$ cat src/rtl/stream_encoder_pkg.sv
// Shared definitions for the stream encoder: command opcodes, status nibbles,
// FSM state encoding and the header/status word formers.
package stream_encoder_pkg;

    localparam logic [1:0] OP_DATA   = 2'd0;
    localparam logic [1:0] OP_TAG    = 2'd1;
    localparam logic [1:0] OP_STATUS = 2'd2;
    localparam logic [1:0] OP_RSVD   = 2'd3;

    localparam logic [3:0] STATUS_OK   = 4'hE;
    localparam logic [3:0] STATUS_FAIL = 4'hF;

    typedef enum logic [1:0] {
        IDLE = 2'd0,
        HDR  = 2'd1,
        BODY = 2'd2,
        STAT = 2'd3
    } state_e;

    // Header layout: dtype | 0 | eoi | eot | last | 8'h00 | length
    function automatic logic [31:0] header_encoder(
        input logic [3:0]  dtype,
        input logic        eoi,
        input logic        eot,
        input logic        last,
        input logic [15:0] length
    );
        return {dtype, 1'b0, eoi, eot, last, 8'h00, length};
    endfunction

    function automatic logic [31:0] status_encoder(input logic success);
        return {(success ? STATUS_OK : STATUS_FAIL), 28'h0};
    endfunction

endpackage

$ cat src/rtl/validity_mask_applier.sv
// Zeroes every byte of a bus word whose validity bit is clear.
module validity_mask_applier #(
    parameter int BUS_SIZE = 32
) (
    input  logic [BUS_SIZE-1:0]   word_i,
    input  logic [BUS_SIZE/8-1:0] valid_i,
    output logic [BUS_SIZE-1:0]   word_o
);

    always_comb begin
        word_o = '0;
        for (int j = 0; j < BUS_SIZE / 8; j++) begin
            if (valid_i[j]) begin
                word_o[8*j +: 8] = word_i[8*j +: 8];
            end
        end
    end

endmodule

$ cat src/rtl/stream_encoder.sv
// Serialises header, status, tag and masked data-block commands into a
// valid/ready word stream of BUS_SIZE bits, one word per accepted beat.
module stream_encoder
    import stream_encoder_pkg::*;
#(
    parameter int BUS_SIZE  = 32,
    parameter int BLCK_SIZE = 256,
    parameter int n         = 128
) (
    input  logic                   clk,
    input  logic                   rst,
    input  logic                   cmd_valid,
    output logic                   cmd_ready,
    input  logic [1:0]             cmd_op,
    input  logic                   cmd_hdr,
    input  logic [3:0]             head_dtype,
    input  logic                   head_eot,
    input  logic                   head_eoi,
    input  logic                   head_last,
    input  logic [15:0]            head_length,
    input  logic                   status_sel,
    input  logic [BLCK_SIZE-1:0]   blk_data,
    input  logic [BLCK_SIZE/8-1:0] blk_validity,
    input  logic [n-1:0]           tag,
    output logic [BUS_SIZE-1:0]    data_out,
    output logic                   data_out_valid,
    input  logic                   data_out_ready,
    output logic                   busy
);

    localparam int BYTES      = BUS_SIZE / 8;
    localparam int DATA_WORDS = BLCK_SIZE / BUS_SIZE;
    localparam int TAG_WORDS  = n / BUS_SIZE;
    localparam int MAX_WORDS  = (DATA_WORDS > TAG_WORDS) ? DATA_WORDS : TAG_WORDS;
    localparam int IDX_W      = $clog2(MAX_WORDS) + 1;

    localparam logic [IDX_W-1:0] LAST_DATA = IDX_W'(DATA_WORDS - 1);
    localparam logic [IDX_W-1:0] LAST_TAG  = IDX_W'(TAG_WORDS - 1);

    state_e                 state_q;
    logic [IDX_W-1:0]       idx_q;
    logic [BUS_SIZE-1:0]    dataOut_q;
    logic                   dataOutValid_q;

    logic                   isTag_q;
    logic [BLCK_SIZE-1:0]   blkData_q;
    logic [BLCK_SIZE/8-1:0] validity_q;
    logic [n-1:0]           tag_q;

    logic                   accept;
    logic [BLCK_SIZE-1:0]   srcData;
    logic [BLCK_SIZE/8-1:0] srcValid;
    logic [n-1:0]           srcTag;
    logic [IDX_W-1:0]       wordIdx_d;
    logic [IDX_W-1:0]       dataSel;
    logic [IDX_W-1:0]       tagSel;
    logic [BUS_SIZE-1:0]    rawWord;
    logic [BYTES-1:0]       wordValid;
    logic [BUS_SIZE-1:0]    maskedWord;
    logic                   wordPresent;
    logic [BUS_SIZE-1:0]    tagWord;
    logic [BUS_SIZE-1:0]    hdrWord;
    logic [BUS_SIZE-1:0]    statWord;
    logic                   lastWord;

    function automatic logic [BUS_SIZE-1:0] placeTop(input logic [31:0] w);
        logic [BUS_SIZE-1:0] r;
        r = '0;
        r[BUS_SIZE-1 -: 32] = w;
        return r;
    endfunction

    assign accept    = cmd_valid && (state_q == IDLE);
    assign cmd_ready = (state_q == IDLE);
    assign busy      = (state_q != IDLE);

    assign data_out       = dataOut_q;
    assign data_out_valid = dataOutValid_q;

    // The first body word is formed straight from the inputs on the accept
    // edge; every later word comes from the captured copies.
    assign srcData  = accept ? blk_data     : blkData_q;
    assign srcValid = accept ? blk_validity : validity_q;
    assign srcTag   = accept ? tag          : tag_q;

    assign wordIdx_d = (state_q == BODY) ? idx_q + IDX_W'(1) : '0;
    assign dataSel   = (wordIdx_d > LAST_DATA) ? '0 : wordIdx_d;
    assign tagSel    = (wordIdx_d > LAST_TAG)  ? '0 : wordIdx_d;

    assign rawWord     = srcData[dataSel*BUS_SIZE +: BUS_SIZE];
    assign wordValid   = srcValid[dataSel*BYTES +: BYTES];
    assign wordPresent = |wordValid;
    assign tagWord     = srcTag[tagSel*BUS_SIZE +: BUS_SIZE];

    validity_mask_applier #(
        .BUS_SIZE(BUS_SIZE)
    ) u_mask (
        .word_i (rawWord),
        .valid_i(wordValid),
        .word_o (maskedWord)
    );

    assign hdrWord  = placeTop(header_encoder(head_dtype, head_eoi, head_eot,
                                              head_last, head_length));
    assign statWord = placeTop(status_encoder(status_sel));
    assign lastWord = isTag_q ? (idx_q == LAST_TAG) : (idx_q == LAST_DATA);

    always_ff @(posedge clk) begin
        if (accept) begin
            isTag_q    <= (cmd_op == OP_TAG);
            blkData_q  <= blk_data;
            validity_q <= blk_validity;
            tag_q      <= tag;
        end
    end

    always_ff @(posedge clk or negedge rst) begin
        if (!rst) begin
            state_q        <= IDLE;
            idx_q          <= '0;
            dataOut_q      <= '0;
            dataOutValid_q <= 1'b0;
        end else begin
            unique case (state_q)
                IDLE: begin
                    if (cmd_valid) begin
                        idx_q <= '0;
                        if (cmd_op == OP_DATA || cmd_op == OP_TAG) begin
                            if (cmd_hdr) begin
                                state_q        <= HDR;
                                dataOut_q      <= hdrWord;
                                dataOutValid_q <= 1'b1;
                            end else begin
                                // An empty DATA block parks one cycle in BODY
                                // with valid low, then returns to IDLE.
                                state_q        <= BODY;
                                dataOut_q      <= (cmd_op == OP_TAG) ? tagWord : maskedWord;
                                dataOutValid_q <= (cmd_op == OP_TAG) || wordPresent;
                            end
                        end else begin
                            state_q        <= STAT;
                            dataOut_q      <= statWord;
                            dataOutValid_q <= 1'b1;
                        end
                    end
                end
                HDR: begin
                    if (data_out_ready) begin
                        idx_q <= '0;
                        if (isTag_q || wordPresent) begin
                            state_q        <= BODY;
                            dataOut_q      <= isTag_q ? tagWord : maskedWord;
                            dataOutValid_q <= 1'b1;
                        end else begin
                            state_q        <= IDLE;
                            dataOut_q      <= '0;
                            dataOutValid_q <= 1'b0;
                        end
                    end
                end
                BODY: begin
                    if (!dataOutValid_q) begin
                        state_q <= IDLE;
                        idx_q   <= '0;
                    end else if (data_out_ready) begin
                        if (lastWord || (!isTag_q && !wordPresent)) begin
                            state_q        <= IDLE;
                            idx_q          <= '0;
                            dataOut_q      <= '0;
                            dataOutValid_q <= 1'b0;
                        end else begin
                            idx_q          <= wordIdx_d;
                            dataOut_q      <= isTag_q ? tagWord : maskedWord;
                            dataOutValid_q <= 1'b1;
                        end
                    end
                end
                STAT: begin
                    if (data_out_ready) begin
                        state_q        <= IDLE;
                        dataOut_q      <= '0;
                        dataOutValid_q <= 1'b0;
                    end
                end
                default: begin
                    state_q        <= IDLE;
                    idx_q          <= '0;
                    dataOut_q      <= '0;
                    dataOutValid_q <= 1'b0;
                end
            endcase
        end
    end

endmodule
$ cat config.mk
export PLATFORM = sky130hd
export DESIGN_NAME = stream_encoder
export DESIGN_NICKNAME = d
export VERILOG_FILES = /design/src/rtl/stream_encoder_pkg.sv /design/src/rtl/validity_mask_applier.sv /design/src/rtl/stream_encoder.sv
export SDC_FILE = /design/constraint.sdc
export NUM_CORES = 1
export LEC_CHECK = 0
export ABC_AREA = 1
export CAP_MARGIN = 20
export CELL_PAD_IN_SITES_DETAIL_PLACEMENT = 1
export CELL_PAD_IN_SITES_GLOBAL_PLACEMENT = 1
export CORE_ASPECT_RATIO = 0.6
export CORE_MARGIN = 2
export CORE_UTILIZATION = 44
export CTS_CLUSTER_DIAMETER = 150
export DETAILED_ROUTE_END_ITERATION = 8
export DONT_BUFFER_PORTS = 1
export GPL_ROUTABILITY_DRIVEN = 0
export PLACE_DENSITY_LB_ADDON = 0.1
export SETUP_SLACK_MARGIN = 0.15
export SLEW_MARGIN = 20
export SYNTH_ARGS = -nofsm -noshare
export SYNTH_HDL_FRONTEND = slang
export SYNTH_HIERARCHICAL = 1
export SYNTH_SLANG_ARGS = --single-unit
$ cat constraint.sdc
create_clock -name clk -period 3.25 [get_ports clk]
set_clock_uncertainty 0.1 [all_clocks]
set_input_delay 0.4875 -clock clk [delete_from_list [all_inputs] [get_ports clk]]
set_output_delay 0.4875 -clock clk [all_outputs]
set_load 0.005 [all_outputs]
==> summary.txt <==
I/O Buffers - 0
Reg2Reg Depth - 15
Syn avg cell area - 6.53 µm²
CP startpoint kind - flip-flop
Hold crit path type - input pin to flip-flop
DR vias/cell - 5.79
CP endpoint kind - flip-flop
Reg-to-Reg Start - state_q[0]
Tcrit/Tclk final - 0.971
Worst rel slew slack - 0.540
Hold worst-path end - blkData_q[2]
Layout Utilization - 0.582
Worst Tran Pin Value - 687 ps
EDFF count, synth - 1
Hold depth - 2
Pre-antenna DRT Iters - 6
Die Area - 51000 µm²
H-tree levels - 2
Flop2flop setup slack - 100 ps
Syn_nets - 3758
#FFs+latches synth - 456
CTS Sinks - 456
Async SR Flop Fraction - 0.0855
Drt initial violations - 2916
Slowest stage delay, CP - 530 ps
Fmax - 317 MHz
Area delta synth->final - 29.6%
Synth warn - 6
Leakage power - 14.2 nW
Crit Reg-Reg Endpoint - data_out[7]
Num rows - 62
Hold_ws - -21.6 ps
Area of the core - 48200 µm²
Unique cell type count in the Yosys netlist - 35
Crit path max-delay family - compound AO/OA/AOI/OAI gates
Failing checks - negative hold slack
Top-Level Pins - 482
Synth Instances - 3310
# DRC - 0
Antenna Nets Post-Route - 0
Initial antenna violation count - 32
Die width - 290 µm
Cell Area, Synth - 21600 µm²
Final min period - 3150 ps
PD cells - 1160 nW/µm²
Vias in the first global route - 24.8k
Critical Path RT - 3660 ps
Final Hold Viols - 1
DIE HEIGHT - 176 µm
Post-DP HPWL - 66100 µm
Worst Setup Path Type - flip-flop to flip-flop
Worst Hold Launch - blk_data[2]
Status - complete, but fails checks
Post-synthesis sequential area ratio - 0.432
VDD IR-drop max - 0.479 mV
Fin. max-slew vios - 0
Main synth FF type - dfxtp_1
MaxCap Viol Count - 0
Overall Power - 32.4 mW
Crit Path Max Fanout - 29
Clk buf depth - 3
CTS tree - yes
Worst path buffer plus inverter count - 6
Setup violators final - 0
Cells along the critical path - inv_2, nand4_4, buf_12, buf_12, buf_4, o211ai_1, a32o_2, nand2_1, inv_1, nor2_1, a21oi_1, nand4_1, nand3_1, nand2_1, inv_1
Unrepaired setup endpoints after global routing - true
Clock slew at reported path FFs - 60 ps
CTS Buf Count - 46
Initial Util - 0.449
First-pass GRT wire length - 151000 µm
Share of layout cells above drive strength 1 - 0.0856
# nets final - 4046
Worst skew pair latency - 580 ps
Largest net degree at the start of global routing - 120
CP max-delay cell - o211ai_1
Vias post-DR - 24.9k
Final wirelength - 108000 µm
Overflow after GRT - 0
Critical path depth - 15
Clock root buffer master - clkbuf_16
GRT Total Usage - 0.386
Crit path DAT - 3570 ps
Routed wire per std cell - 25.1 µm
## power by group
part	internal (mW)	total [mW]	switching, mW
registers	8.44	9.62	1.18
logic	5.23	17.3	12.1
clock network	3.02	5.49	2.47
total	16.7	32.4	15.7
## cell usage after synthesis, types with 2 or more instances
library cell  number  area, µm²
a21oi_1          101        505
buf_1             23       86.3
o21ai_2            2       17.5
o22ai_1            9       56.3
nand2_2            5       31.3
buf_6             12        135
inv_1            369       1390
o211ai_1          18        135
mux2i_1            4       40.0
a32o_1            30        300
nor2_4             2       22.5
a31oi_1           17        106
dfrtp_1           39        976
nand2_1         1451       5450
nand3_1          228       1140
buf_4             10       75.1
and2_1             8       50.1
o21ai_1           31        155
nand3b_1          12       90.1
inv_2              8       30.0
clkbuf_1          87        327
dfxtp_1          416       8330
o21ai_0          189        946
nand4_1           35        219
or2_2             33        206
buf_2             81        405
nor2_1            79        297
nor2_2             4       25.0
## cells in the final DEF, fill, tap and decap left out, drive strengths merged
cell / netlist / routed
nand3: 229 / 229
o21a: 1 / 1
dlygate4sd3: 0 / 333
mux2i: 4 / 4
and2: 8 / 8
clkbuf: 87 / 82
o211ai: 18 / 18
clkinv: 0 / 7
nand2: 1457 / 1457
edfxtp: 1 / 1
nand4: 36 / 36
a31oi: 17 / 17
inv: 377 / 377
buf: 126 / 112
bufinv: 0 / 1
a32o: 30 / 30
nand3b: 12 / 12
diode: 0 / 35
nor2: 85 / 85
ha: 1 / 1
a21oi: 101 / 101
o22ai: 9 / 9
or2: 33 / 33
a22oi: 1 / 1
dfxtp: 416 / 416
o21ai: 222 / 222
dfrtp: 39 / 39
## kinds of logic after synthesis
| kind of cell | count (synthesis) | share of synthesized area |
|---|---|---|
| adders and majority gates | 1 | 0.000578 |
| muxes | 4 | 0.00185 |
| AOI/OAI and AO/OA | 399 | 0.103 |
| DFF | 456 | 0.432 |
| buffers and inverters | 590 | 0.113 |
| and+or+nand+nor | 1860 | 0.350 |
## area by class of cell
| cell class | count | area [µm²] |
|---|---|---|
| multi-input combinational | 2264 | 10100 |
| timing repair buffer | 452 | 4740 |
| sequential | 456 | 9340 |
| inverter | 377 | 1470 |
| timing repair inverter | 1 | 11.3 |
| clock buffer | 75 | 1400 |
| clock inverter | 7 | 63.8 |
| antenna | 35 | 87.6 |
| tap | 640 | 801 |
| fill | 6218 | 20100 |
## routing by layer
metal,share of wire,GRT usage,up-vias
li1,-,-,10875
met1,0.41,0.514,12136
met2,0.44,0.602,1502
met3,0.097,0.0854,417
met4,0.054,0.171,6
met5,0.00032,0,-
## how the worst max path moves through the flow
stage,start,to
2_1_floorplan,state_q[1],data_out[2]
3_3_place_gp,state_q[0],data_out[7]
3_5_place_dp,state_q[1],data_out[7]
4_1_cts,state_q[1],data_out[7]
5_1_grt,state_q[0],data_out[7]
6_report,state_q[0],data_out[7]
## registers in the layout, indices dropped and copies added (netlist names)
signal / count
blkData_q: 256
tag_q: 128
data_out: 32
validity_q: 32
idx_q: 4
state_q: 2
data_out_valid: 1
isTag_q: 1
## stage by stage
| stage | hold WS [ps] | worst slack, ps | instances | instance area (µm²) | setup TNS (ps) |
|---|---|---|---|---|---|
| global placement | 92.9 | -38.6 | 3826 | 22300 | -52.4 |
| detailed placement | 92.7 | -132 | 3826 | 22300 | -481 |
| floorplan | 91.9 | 419 | 3310 | 21600 | 0 |
| CTS | 0.144 | 150 | 4247 | 27300 | 0 |
| finish | -21.6 | 95.3 | 4307 | 28000 | 0 |
| global route | 1.26 | -49.4 | 4303 | 28000 | -49.4 |
## timing repair
item	CTS	global route
pin swaps	3	26
setup buffers	6	15
resized for setup	20	129
setup endpoints to repair	39	39
cloned	1	8
hold buffers	332	2
endpoints found under the hold margin	368	2
No activity file was read; power rests on OpenSTA's default activity.
